File: src/rtl/vga_timing_pkg.sv
// vga_timing_pkg: 640x480@60 default timing constants and the per-axis timing type.
package vga_timing_pkg;

    typedef struct packed {
        logic [15:0] active;
        logic [15:0] fp;
        logic [15:0] sync;
        logic [15:0] bp;
    } timing_t;

    localparam int DEF_H_ACTIVE = 640;
    localparam int DEF_H_FP     = 16;
    localparam int DEF_H_SYNC   = 96;
    localparam int DEF_H_BP     = 48;
    localparam int DEF_V_ACTIVE = 480;
    localparam int DEF_V_FP     = 10;
    localparam int DEF_V_SYNC   = 2;
    localparam int DEF_V_BP     = 33;

    localparam timing_t DEF_H = '{16'd640, 16'd16, 16'd96, 16'd48};
    localparam timing_t DEF_V = '{16'd480, 16'd10, 16'd2, 16'd33};

    function automatic int axis_total(timing_t t);
        return int'(t.active) + int'(t.fp) + int'(t.sync) + int'(t.bp);
    endfunction

endpackage

File: src/rtl/vga_axis_counter.sv
// vga_axis_counter: one timing axis -- position counter with wrap, sync decode and
// look-ahead active decode so the top can register de alongside the count.
module vga_axis_counter import vga_timing_pkg::*; #(
    parameter timing_t T   = DEF_H,
    parameter logic    POL = 1'b0,
    parameter int      W   = $clog2(axis_total(T))
) (
    input  logic         clk,
    input  logic         rst_n,
    input  logic         inc_i,
    output logic [W-1:0] count_o,
    output logic         last_o,
    output logic         sync_o,
    output logic         act_d_o
);
    localparam int TOT = axis_total(T);
    localparam int S0  = int'(T.active) + int'(T.fp);
    localparam int S1  = S0 + int'(T.sync);

    logic [W-1:0] count_q, count_d;
    logic         sync_q, sync_d;

    assign last_o = count_q == W'(TOT - 1);

    // Sync and active are decoded from the next count so they land with it.
    always_comb begin
        count_d = inc_i ? (last_o ? '0 : count_q + 1'b1) : count_q;
        sync_d  = (count_d >= W'(S0) && count_d < W'(S1)) ? POL : ~POL;
        act_d_o = count_d < W'(T.active);
    end

    always_ff @(posedge clk or negedge rst_n) begin
        if (!rst_n) begin
            count_q <= W'(TOT - 1);
            sync_q  <= ~POL;
        end else begin
            count_q <= count_d;
            sync_q  <= sync_d;
        end
    end

    assign count_o = count_q;
    assign sync_o  = sync_q;

endmodule

File: src/rtl/vga_timing_gen.sv
// vga_timing_gen: pixel-clock divider plus horizontal/vertical axis counters producing
// registered, zero-skew VGA sync, display-enable and start strobes.
module vga_timing_gen import vga_timing_pkg::*; #(
    parameter int   H_ACTIVE   = DEF_H_ACTIVE,
    parameter int   H_FP       = DEF_H_FP,
    parameter int   H_SYNC     = DEF_H_SYNC,
    parameter int   H_BP       = DEF_H_BP,
    parameter int   V_ACTIVE   = DEF_V_ACTIVE,
    parameter int   V_FP       = DEF_V_FP,
    parameter int   V_SYNC     = DEF_V_SYNC,
    parameter int   V_BP       = DEF_V_BP,
    parameter logic H_SYNC_POL = 1'b0,
    parameter logic V_SYNC_POL = 1'b0,
    parameter int   PIX_DIV    = 2,
    localparam int  H_TOTAL    = H_ACTIVE + H_FP + H_SYNC + H_BP,
    localparam int  V_TOTAL    = V_ACTIVE + V_FP + V_SYNC + V_BP,
    localparam int  HW         = $clog2(H_TOTAL),
    localparam int  VW         = $clog2(V_TOTAL)
) (
    input  logic          clk,
    input  logic          rst_n,
    input  logic          enable,
    output logic          pix_ce,
    output logic [HW-1:0] hCount,
    output logic [VW-1:0] vCount,
    output logic          hSync,
    output logic          vSync,
    output logic          de,
    output logic          line_start,
    output logic          frame_start
);
    if (H_ACTIVE < 1 || H_FP < 1 || H_SYNC < 1 || H_BP < 1 ||
        V_ACTIVE < 1 || V_FP < 1 || V_SYNC < 1 || V_BP < 1 ||
        PIX_DIV < 1 || PIX_DIV > 16) begin : g_bad_params
        $error("vga_timing_gen: illegal timing parameters");
    end

    localparam timing_t HT = '{16'(H_ACTIVE), 16'(H_FP), 16'(H_SYNC), 16'(H_BP)};
    localparam timing_t VT = '{16'(V_ACTIVE), 16'(V_FP), 16'(V_SYNC), 16'(V_BP)};

    logic [3:0] div_q, div_d;
    logic       tick, h_last, v_last, h_act_d, v_act_d;
    logic       pix_ce_q, line_start_q, frame_start_q, de_q;

    assign tick  = enable && div_q == 4'(PIX_DIV - 1);
    assign div_d = tick ? '0 : (enable ? div_q + 4'd1 : div_q);

    vga_axis_counter #(.T(HT), .POL(H_SYNC_POL), .W(HW)) u_h (
        .clk     (clk),
        .rst_n   (rst_n),
        .inc_i   (tick),
        .count_o (hCount),
        .last_o  (h_last),
        .sync_o  (hSync),
        .act_d_o (h_act_d)
    );

    vga_axis_counter #(.T(VT), .POL(V_SYNC_POL), .W(VW)) u_v (
        .clk     (clk),
        .rst_n   (rst_n),
        .inc_i   (tick && h_last),
        .count_o (vCount),
        .last_o  (v_last),
        .sync_o  (vSync),
        .act_d_o (v_act_d)
    );

    // A wrapping counter means the next position on that axis is 0.
    always_ff @(posedge clk or negedge rst_n) begin
        if (!rst_n) begin
            div_q         <= '0;
            pix_ce_q      <= 1'b0;
            line_start_q  <= 1'b0;
            frame_start_q <= 1'b0;
            de_q          <= 1'b0;
        end else begin
            div_q         <= div_d;
            pix_ce_q      <= tick;
            line_start_q  <= tick && h_last;
            frame_start_q <= tick && h_last && v_last;
            de_q          <= tick ? (h_act_d && v_act_d) : de_q;
        end
    end

    assign pix_ce      = pix_ce_q;
    assign line_start  = line_start_q;
    assign frame_start = frame_start_q;
    assign de          = de_q;

endmodule

File: config.mk
export PLATFORM = sky130hd
export DESIGN_NAME = vga_timing_gen
export DESIGN_NICKNAME = d
export VERILOG_FILES = /design/src/rtl/vga_timing_pkg.sv /design/src/rtl/vga_axis_counter.sv /design/src/rtl/vga_timing_gen.sv
export SDC_FILE = /design/constraint.sdc
export NUM_CORES = 1
export LEC_CHECK = 0
export CAP_MARGIN = 20
export CORE_UTILIZATION = 30
export CTS_BUF_LIST = sky130_fd_sc_hd__clkbuf_4
export CTS_CLUSTER_SIZE = 25
export DETAILED_ROUTE_END_ITERATION = 6
export PLACE_DENSITY = 0.6
export SLEW_MARGIN = 20
export SYNTH_ARGS = -nofsm -noshare
export SYNTH_HDL_FRONTEND = slang
export SYNTH_SLANG_ARGS = --single-unit
File: constraint.sdc
create_clock -name clk -period 2.9 [get_ports clk]
set_clock_uncertainty 0.1 [all_clocks]
set_input_delay 0.87 -clock clk [delete_from_list [all_inputs] [get_ports clk]]
set_output_delay 0.87 -clock clk [all_outputs]
set_load 0.005 [all_outputs]
Word-level counts from Yosys, hierarchy flattened
Index checks and enable logic that the tools add are counted.
W data, S select, Z words.
Cells by class
  add/sub/neg operators: 3
  $lt $le $gt $ge: 6
  eq/ne operators: 3
  muxes and demuxes: 8
  reductions and logical operators: 7
Operator list (count)
  $mux W10: 4
  $add A10 B1 Y10 const B: 2
  $eq A10 B10 Y1 const B: 2
  $lt A10 B10 Y1 const B: 2
  $lt A10 B9 Y1 const B: 2
  $ge A10 B10 Y1 const B: 1
  $ge A10 B9 Y1 const B: 1
  $mux W4: 2
  $logic_and A1 B1 Y1: 6
  $add A4 B1 Y4 const B: 1
  $eq A4 B1 Y1 const B: 1
  $mux W1: 2
  $reduce_bool A2 Y1: 1
Storage, ports and cells
  flip-flop bits (word level): 30
  input bits: 3
  output and inout port bits: 26
  word-level logic and storage cells: 36

Depth between registers and ports, before layout
  depth in word-level cells: 7
  gate-level depth with buffers: 12
  mapped depth without buffers: 10

Modules after synthesis
A second synthesis with hierarchy kept.
Unflattened totals
  cell total of the unflattened synthesis: 170
  area, all modules: 1709.1 sq um
By module, submodules not included
  vga_axis_counter (u_v): instances 1, cells each 72, area an instance 670.6 sq um, sequential area each 280.3 sq um
  vga_axis_counter (u_h): instances 1, cells each 70, area an instance 669.4 sq um, sequential area each 285.3 sq um
  vga_timing_gen: instances 1, cells each 28, area an instance 369.1 sq um, sequential area each 200.2 sq um

Worst setup path after synthesis
No wires, ideal clock.
  path type: input to register
  start: input enable
  end: register u_v.sync_q, in the netlist u_v.sync_o
  library setup time: 0.094 ns
  arrival time: 2.401 ns
  data required time: 2.706 ns
  slack: 0.305 ns
  stages: 10
  path buffers: 2
  cells stage by stage: nand4bb_1 > buf_2 > inv_2 > nand4_4 > inv_1 > buf_4 > o21ai_2 > a22oi_1 > inv_1 > or4b_1
On the way
  word-level cells in the longest chain between the ends: 6
  elaborated cells on any way between the ends: 7
  those cells by class: order compare: 2; mux: 2; reduce/logical: 3
Ends and longest elaborated chain
  start, declared: line vga_timing_gen.sv:22  | input logic enable,
  $logic_and A1 B1 Y1 (*): line vga_timing_gen.sv:45  | assign tick = enable && div_q == 4'(PIX_DIV - 1);
  $logic_and A1 B1 Y1 (*): line vga_timing_gen.sv:61  | .inc_i (tick && h_last),
  named net u_v.inc_i: line vga_axis_counter.sv:10  | input logic inc_i,
  $mux W10 (*): line vga_axis_counter.sv:27  | count_d = inc_i ? (last_o ? '0 : count_q + 1'b1) : count_q;
  named net u_v.count_d[9]: line vga_axis_counter.sv:20  | logic [W-1:0] count_q, count_d;
  $ge A10 B9 Y1 or $lt A10 B9 Y1 (tied branches): line vga_axis_counter.sv:28  | sync_d = (count_d >= W'(S0) && count_d < W'(S1)) ? POL : ~POL;
  $logic_and A1 B1 Y1 (*): line vga_axis_counter.sv:28
  $mux W1 (*): line vga_axis_counter.sv:28
  named net u_v.sync_d: line vga_axis_counter.sv:21  | logic sync_q, sync_d;
  end signal, assigned: line vga_axis_counter.sv:35  | sync_q <= ~POL;
  end signal, assigned: line vga_axis_counter.sv:38  | sync_q <= sync_d;
  end, declared: line vga_axis_counter.sv:21
The timed path passes the listed nets; every way through them passes the cells marked *.
A chain may end at the register's enable or synchronous reset.

Worst setup path after layout
  start: input enable
  end: register u_v.sync_q, in the netlist u_v.sync_o
On the way
  word-level cells in the longest chain between the ends: 6
  elaborated cells on any way between the ends: 7
  those cells by class: order compare: 2; mux: 2; reduce/logical: 3
Ends and longest elaborated chain (line)
  $logic_and A1 B1 Y1 (*): vga_timing_gen.sv:45
  $logic_and A1 B1 Y1 (*): vga_timing_gen.sv:61
  $mux W10 (*): vga_axis_counter.sv:27
  named net u_v.count_d[5]: vga_axis_counter.sv:20
  $ge A10 B9 Y1 or $lt A10 B9 Y1 (tied branches): vga_axis_counter.sv:28
  $logic_and A1 B1 Y1 (*): vga_axis_counter.sv:28
  $mux W1 (*): vga_axis_counter.sv:28
  named net u_v.sync_d: vga_axis_counter.sv:21
Marks and branches as above.

==> flow_summary_export.csv <==
group,metric,value,unit
finish,areaGrowthSynthToFinish,32.7,%
cts,ctsHoldBuffers,0,
floorplanning,core,4880,µm²
run,max_cap_viol_count,0,
synthesis,yosys_register_bits,30,
timing,final_period_minus_worst_setup_slack,2700,ps
timing,post-route-period-util,93.1,%
global_route,maximum_number_of_pins_on_one_net_before_global_route_repair,31,
setup_path,reg2reg_depth,8,
timing,layout_setup_ws,199,ps
setup_path,regToRegEndpoint,"u_v.sync_o",
global_route,grt_pass1_wl,5.44,mm
cts,ctsLongestPathBuffers,2,
synthesis,seq_area_frac_synth,49.0,%
route,routed_wl,3.32,mm
cts,clk_pin_slew_worst_paths,110,ps
synthesis,syn-num-nets,162,
timing,max_freq,0.370,GHz
placement,post-place-cells,259,
finish,finalCoreUtilization,42.5,%
synthesis,syn-cell-area,1560,µm²
global_route,vias_in_the_first_global_route,1178,
setup_path,crit_chain,"clkdlybuf4s50_1, nand4bb_1, inv_2, nand4_4, inv_1, nand3_1, xnor2_1, and4_1, or4b_1",
finish,instances_no_fill,267,
setup_path,critical_path_buf_inv_count,3,
cts,cts_buf_count,5,
setup_path,cp-start-kind,"primary input",
floorplanning,die_w,74.2,µm
power_and_ir_drop,power_leakage,0.859,nW
finish,antennaDiodeCount,0,
cts,root_buffer,"sky130_fd_sc_hd__clkbuf_4",
cts,htree_num_levels,2,
setup_path,rr_startpoint,"u_h.count_o[0]",
hold_path,min_from,"div_q[3]",
setup_path,critical-path-max-stage-delay,480,ps
hold_path,worst_hold_path.endpoint,"div_q[3]",
route,dr.pass1.iters,4,
placement,portBuffers,28,
synthesis,synth_cell_types,38,
global_route,grt_overflow,0,
synthesis,dominantRegCellSynth,"sky130_fd_sc_hd__dfrtp_1",
timing,hold_slack,385,ps
synthesis,cells_after_synthesis,154,
power_and_ir_drop,total_power,0.999,mW
floorplanning,die_footprint,5510,µm²
setup_path,path_class,"in2reg",
cts,postCtsSetupBuffers,0,
synthesis,synth_warnings,0,
setup_path,end_kind,"flop",
route,detail_route.wl_per_cell,12.4,µm
placement,globalplace.congestion,0.809,
placement,dpl-instance-area,2020,µm²
placement,dpl_worst_slack,-180,ps
route,route.antenna.remaining_nets,0,
setup_path,setup.reg_to_reg.worst_slack,410,ps
cts,cts_tree,"built",
finish,post_layout_net_count,207,
global_route,globalRouteTotalUtil,13.2,%
cts,clock-sinks,30,
hold_path,worst_hold_path.num_cells,1,
hold_path,hold_path_class,"reg2reg",
timing,report.final.slew_viol_count,0,
synthesis,synth-async-reset-ratio,100,%
setup_path,arrival,2860,ps
timing,max-slew-margin-rel,74.1,%
synthesis,synthTopCellsByArea,"sky130_fd_sc_hd__dfrtp_1 (29%), sky130_fd_sc_hd__dfstp_2 (20%), sky130_fd_sc_hd__xnor2_1 (5.6%), sky130_fd_sc_hd__nand2_1 (4.1%), sky130_fd_sc_hd__ha_1 (4.0%)",
floorplanning,die-height,74.2,µm
timing,worstMarginPinSlew,388,ps
timing,setup-tns-final,0,ps
finish,share_of_cells_above_drive_strength_1,22.0,%
power_and_ir_drop,vdd_ir_drop_max,212,µV
route,route.vias.total,1277,
route,average_via_count_per_standard_cell,4.78,
synthesis,yosys.area.top_type,"sky130_fd_sc_hd__dfrtp_1",
cts,postCtsResizedCells,0,
finish,finish.instance_area,2080,µm²
synthesis,synth_enable_flop_cells,0,
route,route.detailed.drc,0,
setup_path,critPathTopFamily,"simple AND/OR/NAND/NOR gates",
floorplanning,initial_core_util,32.1,%
synthesis,syn-mean-instance-area,10.2,µm²
timing,setup_repair_after_global_routing_missed_its_margin,"false",
floorplanning,row_count,25,
setup_path,crit_required,3060,ps
status,run_status,"completed",
timing,timing.final.hold_violations,0,
timing,setup_viol_count_final,0,
setup_path,critical-path-slowest-cell,"sky130_fd_sc_hd__clkdlybuf4s50_1",
route,initial_detailed_routing_violation_count,90,
placement,detailedPlacementHpwl,2.43,mm
cts,insertion_delay_to_the_later_sink_of_the_worst_skew_pair,330,ps
synthesis,synth.top_cell.area_share,28.8,%
setup_path,critical_path.max_fanout,5,
global_route,antenna_violations_before_repair,0,
power_and_ir_drop,power.density_cell_area,482,nW/µm²
floorplanning,top_level_ports,29,
[registers in the layout (all words and copies together), names as in the netlist]
register and cells:
div_q 4, u_v.sync_o 1, frame_start 1, line_start 1
de 1, pix_ce 1, u_h.sync_o 1, u_v.count_o 10
u_h.count_o 10
[how the worst max path moves through the flow]
stage,startpoint,slack [ps],endpoint,cells after the start
5_1_grt,enable,50,u_v.sync_o,9
3_5_place_dp,enable,-180,u_v.sync_o,9
4_1_cts,enable,190,u_v.sync_o,9
3_3_place_gp,enable,-110,u_v.sync_o,8
6_report,enable,200,u_v.sync_o,9
2_1_floorplan,enable,300,u_v.sync_o,10
[Yosys cell counts (all sizes together) (4+ instances only)]
cell type and count:
nand2 17, nand3 11, nand4 6, inv 9
ha 5, xnor2 10, nor3 7, buf 4
nor2 7, o21ai 11, dfrtp 18, dfstp 12
xor2 5
[worst reg2reg max path: cells and delay by family (launching register included)]
| family | cells | cell delay (ps) |
|---|---|---|
| buf+inv | 1 | 160 |
| xor+xnor | 1 | 200 |
| simple gates | 5 | 1170 |
| flops | 1 | 590 |
| fa+ha+maj | 1 | 200 |
[layout by cell type, fill, tap and decap left out, types with 2 or more instances in the layout]
cell,count
sky130_fd_sc_hd__a21oi_1,2
sky130_fd_sc_hd__a31oi_1,3
sky130_fd_sc_hd__and4_1,2
sky130_fd_sc_hd__buf_4,17
sky130_fd_sc_hd__clkbuf_4,5
sky130_fd_sc_hd__clkdlybuf4s50_1,28
sky130_fd_sc_hd__dfrtp_1,18
sky130_fd_sc_hd__dfstp_2,12
sky130_fd_sc_hd__ha_1,5
sky130_fd_sc_hd__inv_1,8
sky130_fd_sc_hd__nand2_1,17
sky130_fd_sc_hd__nand2b_1,3
sky130_fd_sc_hd__nand3_1,11
sky130_fd_sc_hd__nand4_1,5
sky130_fd_sc_hd__nand4b_1,2
sky130_fd_sc_hd__nor2_1,7
sky130_fd_sc_hd__nor3_1,6
sky130_fd_sc_hd__o21ai_0,10
sky130_fd_sc_hd__o31ai_1,3
sky130_fd_sc_hd__or4b_1,2
sky130_fd_sc_hd__xnor2_1,10
sky130_fd_sc_hd__xor2_1,5
[metal layers]
metal  GRT usage, %  share of wire [%]
met1           17.6                 48
met2           20.2                 45
met3           3.79                4.8
met4           5.13                2.3
met5              0                  0
[power by group]
| part | switching, mW | total, mW | leakage, nW | internal, mW |
|---|---|---|---|---|
| Sequential | 0.0591 | 0.553 | 0.361 | 0.494 |
| Clock | 0.153 | 0.243 | 0.0286 | 0.0901 |
| Combinational | 0.0855 | 0.204 | 0.469 | 0.119 |
| Total | 0.297 | 0.999 | 0.859 | 0.702 |
[kinds of logic after synthesis]
| group | after synthesis | synth area share (%) |
|---|---|---|
| DFF | 30 | 49.0 |
| xor gates and xnor gates | 15 | 8.40 |
| buffers and inverters | 16 | 4.32 |
| and+or+nand+nor | 64 | 24.4 |
| muxes | 2 | 1.36 |
| adders and majority gates | 5 | 4.00 |
| AOI/OAI and AO/OA | 22 | 8.56 |
[final cells by class]
cell class / instances / area, µm²
sequential: 30 / 766
tap: 67 / 83.8
multi-input combinational: 108 / 731
inverter: 9 / 33.8
fill: 493 / 2800
clock inverter: 3 / 16.3
timing repair buffer: 45 / 408
clock buffer: 5 / 37.5
No activity file was read; power rests on OpenSTA's default activity.
